==> src/rtl/spi_byte_engine.sv <==
// Mode-0 SPI master that moves one byte per WR strobe, MSB first, with a 2-bit chip-select register.
// Build option SPI_CLKDIV_EN adds a run-time SCK half-period divider (DIV_WR/DIV_IN).
module spi_byte_engine #(
  parameter logic [7:0] DIV_RESET = 8'd3
) (
  input  logic       CLK,
  input  logic       RST,
  input  logic       WR,
  input  logic [7:0] DIN,
  input  logic       CS_WR,
  input  logic [1:0] CS,
`ifdef SPI_CLKDIV_EN
  input  logic       DIV_WR,
  input  logic [7:0] DIV_IN,
`endif
  input  logic [2:0] MISO,
  output logic       MOSI,
  output logic       SCK,
  output logic [1:0] nSS,
  output logic [7:0] DOUT,
  output logic       BUSY,
  output logic       DONE
);

  typedef enum logic [1:0] {
    ST_IDLE = 2'd0,
    ST_LOW  = 2'd1,
    ST_HIGH = 2'd2
  } state_t;

  state_t     r_state;
  state_t     w_state_nxt;
  logic [7:0] r_cnt;
  logic [2:0] r_bitcnt;
  logic [7:0] r_shift;
  logic       r_sample;
  logic       r_mosi;
  logic       r_sck;
  logic [1:0] r_nss;
  logic [7:0] r_dout;
  logic       r_busy;
  logic       r_done;
  logic [7:0] w_reload;
  logic       w_misox;
  logic       w_start;
  logic       w_rise;
  logic       w_fall;
  logic       w_last;

`ifdef SPI_CLKDIV_EN
  logic [7:0] r_div;

  always_ff @(posedge CLK) begin
    if (RST) begin
      r_div <= DIV_RESET;
    end else if (!r_busy && DIV_WR) begin
      r_div <= DIV_IN;
    end
  end

  assign w_reload = r_div;
`else
  // Fixed half-period of one CLK; the reset divider value has no register to load.
  logic [7:0] w_div_unused;
  assign w_div_unused = DIV_RESET;
  assign w_reload     = 8'd0;
`endif

  // Deselected-all routes the third input so a loopback/idle device can be read.
  assign w_misox = (MISO[0] & ~r_nss[0]) | (MISO[1] & ~r_nss[1]) |
                   (MISO[2] & r_nss[0] & r_nss[1]);

  assign w_start = (r_state == ST_IDLE) && WR;
  assign w_rise  = (r_state == ST_LOW)  && (r_cnt == 8'd0);
  assign w_fall  = (r_state == ST_HIGH) && (r_cnt == 8'd0);
  assign w_last  = w_fall && (r_bitcnt == 3'd7);

  always_ff @(posedge CLK) begin
    if (RST) begin
      r_state <= ST_IDLE;
    end else begin
      r_state <= w_state_nxt;
    end
  end

  always_comb begin
    w_state_nxt = r_state;
    case (r_state)
      ST_IDLE: if (WR)     w_state_nxt = ST_LOW;
      ST_LOW:  if (w_rise) w_state_nxt = ST_HIGH;
      ST_HIGH: if (w_fall) w_state_nxt = w_last ? ST_IDLE : ST_LOW;
      default: w_state_nxt = ST_IDLE;
    endcase
  end

  always_ff @(posedge CLK) begin
    if (RST) begin
      r_cnt    <= 8'd0;
      r_bitcnt <= 3'd0;
      r_shift  <= 8'd0;
      r_sample <= 1'b0;
      r_mosi   <= 1'b0;
      r_sck    <= 1'b0;
      r_nss    <= 2'b11;
      r_dout   <= 8'h00;
      r_busy   <= 1'b0;
      r_done   <= 1'b0;
    end else begin
      r_done <= w_last;
      if (!r_busy && CS_WR) begin
        r_nss <= CS;
      end
      if (w_start) begin
        r_shift  <= DIN;
        r_mosi   <= DIN[7];
        r_busy   <= 1'b1;
        r_bitcnt <= 3'd0;
        r_cnt    <= w_reload;
      end else if (r_state != ST_IDLE) begin
        if (r_cnt != 8'd0) begin
          r_cnt <= r_cnt - 8'd1;
        end else begin
          r_cnt <= w_reload;
          if (r_state == ST_LOW) begin
            r_sck    <= 1'b1;
            r_sample <= w_misox;
          end else begin
            r_sck   <= 1'b0;
            r_shift <= {r_shift[6:0], r_sample};
            if (r_bitcnt == 3'd7) begin
              // MOSI keeps the LSB it was driving once the byte is finished.
              r_dout <= {r_shift[6:0], r_sample};
              r_busy <= 1'b0;
            end else begin
              r_mosi   <= r_shift[6];
              r_bitcnt <= r_bitcnt + 3'd1;
            end
          end
        end
      end
    end
  end

  assign MOSI = r_mosi;
  assign SCK  = r_sck;
  assign nSS  = r_nss;
  assign DOUT = r_dout;
  assign BUSY = r_busy;
  assign DONE = r_done;

endmodule

==> config.mk <==
export PLATFORM = sky130hd
export DESIGN_NAME = spi_byte_engine
export DESIGN_NICKNAME = d
export VERILOG_FILES = /design/src/rtl/spi_byte_engine.sv
export SDC_FILE = /design/constraint.sdc
export NUM_CORES = 1
export LEC_CHECK = 0
export CAP_MARGIN = 25
export CELL_PAD_IN_SITES_DETAIL_PLACEMENT = 1
export CELL_PAD_IN_SITES_GLOBAL_PLACEMENT = 1
export CORE_ASPECT_RATIO = 0.8
export CORE_UTILIZATION = 40
export CTS_CLUSTER_SIZE = 14
export DETAILED_ROUTE_END_ITERATION = 12
export HOLD_SLACK_MARGIN = 0.12
export PLACE_DENSITY = 0.77
export RECOVER_POWER = 100
export SYNTH_ARGS = -nofsm -noshare
export SYNTH_HDL_FRONTEND = slang
export SYNTH_SLANG_ARGS = --single-unit
==> constraint.sdc <==
create_clock -name CLK -period 4 [get_ports CLK]
set_clock_uncertainty 0.05 [all_clocks]
set_input_delay 0.8 -clock CLK [delete_from_list [all_inputs] [get_ports CLK]]
set_output_delay 0.8 -clock CLK [all_outputs]
set_load 0.05 [all_outputs]
==> metrics.txt <==
Remaining DRCs 0; Post-Syn Instances 189; DR pass1 iterations 4; CP bufs+invs 1; All-Layer GR Usage 22.99%; Critical Path AT 2.91 ns; Netlist cell types 37; status completed; # diodes 0; post-DR wirelength/cell 18.30 um; clock power share 17.2%; total CTS buffers 5; overall die width 75.72 um; max_slew headroom 5.195%; kind of critical path primary input to flop; synth warn 0; htree depth 2; fmax 361.1 MHz; min Tclk post-route 2.769 ns; worst skew pair latency 0.29 ns; Reg-to-Reg End r_cnt[0]$_SDFFE_PP0P_; cells along the critical path dlygate4sd3_1, or3b_1, o311ai_0, a211oi_1; Fin Setup TNS 0 ns; gr ovfl total 0; hold_buf cts 0; final hold vios 0; Finished Layout Cells 266; Tightest Hold Check Type flop to flop; # port buffers 30; Final setup viols 0; Final Util 50.79%; crit path capture type flop; flop2flop setup slack 1.26 ns; proportion of power drawn by combinational gates 53.4%; P per Cell Area 911.9 nW/um^2; Pleak 0.7472 nW; Most used DFF post-synth dfxtp_1; Clock transition at path regs 0.07 ns; Sink Count 35; Slew Viols, Final 0; Async S/R FF share, synth 0%; first-pass GRT wire length 7.714 mm; Post-DP HPWL 3.280 mm; P_sw 0.9661 mW; Cells after DPL 258; CTS tree done; Max Root-Sink Buffers 2; vias 1619; Detail Route Antenna Nets 0; Critical Path End r_cnt[1]$_SDFFE_PP0P_; switching share of power 49.93%; starting density of the core 41.63%; vias in the first global route 1536; GPL Wtd Cong 0.7815; Filler Cell Count 475; cell area after synthesis 1739 um^2; antenna violations before repair 0; Placement Setup Slack 1.381 ns; Crit Path Max Fanout 18; Syn Nets 210; core area 4178 um^2; Critical Path RT 4.14 ns; Final Total Pwr 1.935 mW; die area 4617 um^2; Maximum Capacitance Violations 0; EDFF count, synth 0; RSZ-0062 raised after global routing no; aggregate routed wire length 4.869 mm; Core Rows 21; register area 700.7 um^2; share of layout cells above drive strength 1 7.656%; Max VDD drop 523.4 uV; slowest stage delay, CP 0.59 ns; Final WS setup 1.231 ns; Post-CTS Setup Inserts 0; Avg Inst Size Synth 9.202 um^2; commonest non-fill, non-tap cell in the layout dfxtp_1; Flop pwr share 29.4%; fin crit share 69.23%; Critical Path Source Type primary input; I/O Pins 31; P_int 0.9689 mW; # nets final 229; multi-input logic area 902.1 um^2; CP top delay family compound AO/OA/AOI/OAI gates; Worst-Margin Slew 1.404 ns; most frequent cells in the layout dfxtp_1, a21oi_1, dlygate4sd3_1; Worst Setup SP WR; largest net degree at the start of global routing 25; cell count along the critical path 4; Root Driver clkbuf_8; Vias/cell 6.086; DRT iter0 DRCs 71; post-cts resize count 0; Die Y-Extent 60.98 um; number of synthesized register bits 35; Area Overhead vs Synth 22.01%; critical path's slowest cell o311ai_0; reg2reg path depth 5; Seq/Total Area, Yosys 40.29%; RR Startpoint r_cnt[0]$_SDFFE_PP0P_
-- final cells by class --
cell class | count | share of cell area (%)
Multi-Input combinational cell | 129 | 42.51
Clock inverter | 2 | 1.651
Inverter | 6 | 1.061
Sequential cell | 35 | 33.02
Tap cell | 57 | 3.361
Clock buffer | 6 | 3.892
Timing Repair Buffer | 31 | 14.50
-- cell usage after synthesis, drive strengths merged, types with 2 or more instances --
cell type   n  area share, %
mux2i       2            1.2
nand4      13            4.7
nor3        4            1.2
o31ai      10            4.3
buf        10            3.6
nand3       8            2.3
o41ai      13            6.5
nor2       13            2.8
o21ai       3           0.86
nand2       3           0.65
nor2b       3            1.1
clkbuf      9            1.9
nand2b      2           0.72
or2         2           0.72
or4         5            2.2
nor4b       2            2.7
ha          4            2.9
a311oi      7            3.5
a31oi       2           0.72
or3         2            1.0
a21oi      19            5.5
inv         6            1.3
dfxtp      35             40
-- stage by stage --
step / area (um^2) / hold slack [ns]
2_1_floorplan: 1739 / 0.3954
3_3_place_gp: 2022 / 0.4044
3_5_place_dp: 2022 / 0.4101
4_1_cts: 2140 / 0.4205
5_1_grt: 2122 / 0.4359
6_report: 2122 / 0.4167
-- worst register-to-register path, cell delays in order, from the launching register on --
cell and delay, ns:
dfxtp_1 0.31, inv_1 0.11, ha_1 0.19, or4b_4 0.63, o311ai_0 1.19, nor2_1 0.11
-- how the worst min path moves through the flow --
stage / from / endpoint / slack (ns) / cells after the start
floorplan: r_bitcnt[1]$_SDFFE_PP0P_ / r_bitcnt[1]$_SDFFE_PP0P_ / 0.40 / 2
global placement: DOUT[5]$_SDFFE_PP0P_ / DOUT[5]$_SDFFE_PP0P_ / 0.40 / 2
detailed placement: DOUT[5]$_SDFFE_PP0P_ / DOUT[5]$_SDFFE_PP0P_ / 0.41 / 2
CTS: DOUT[5]$_SDFFE_PP0P_ / DOUT[5]$_SDFFE_PP0P_ / 0.42 / 2
global route: DOUT[6]$_SDFFE_PP0P_ / DOUT[6]$_SDFFE_PP0P_ / 0.44 / 2
finish: DOUT[5]$_SDFFE_PP0P_ / DOUT[5]$_SDFFE_PP0P_ / 0.42 / 2
-- kinds of logic after synthesis --
kind of cell | count (synthesis) | share of synthesized area (%)
AOI/OAI and AO/OA | 60 | 25.40
xor gates and xnor gates | 2 | 1.007
adders and majority gates | 4 | 2.878
buffers and inverters | 25 | 6.834
DFF | 35 | 40.29
muxes | 3 | 1.799
and+or+nand+nor | 60 | 21.80
-- registers in the layout, indices dropped and copies added, names as in the netlist --
register	cells
nSS	2
r_shift	7
SCK	1
r_state	2
BUSY	1
DOUT	8
DONE	1
MOSI	1
r_bitcnt	3
r_cnt	8
r_sample	1
-- layer usage --
layer,share of wire [%],global-route usage [%]
met2,47,36.73
met5,0,0
met3,3.9,5.150
met4,1.0,6.614
met1,48,31.36
-- power by group through the flow --
stage | sequential (mW) | clock, mW | combinational (mW)
global placement | 0.562 | 0 | 1.01
floorplan | 0.550 | 0 | 0.865
finish | 0.569 | 0.333 | 1.03
global route | 0.585 | 0.349 | 1.13
CTS | 0.565 | 0.336 | 1.06
detailed placement | 0.572 | 0 | 1.05
Note: power is estimated with default switching activity, not from simulation.
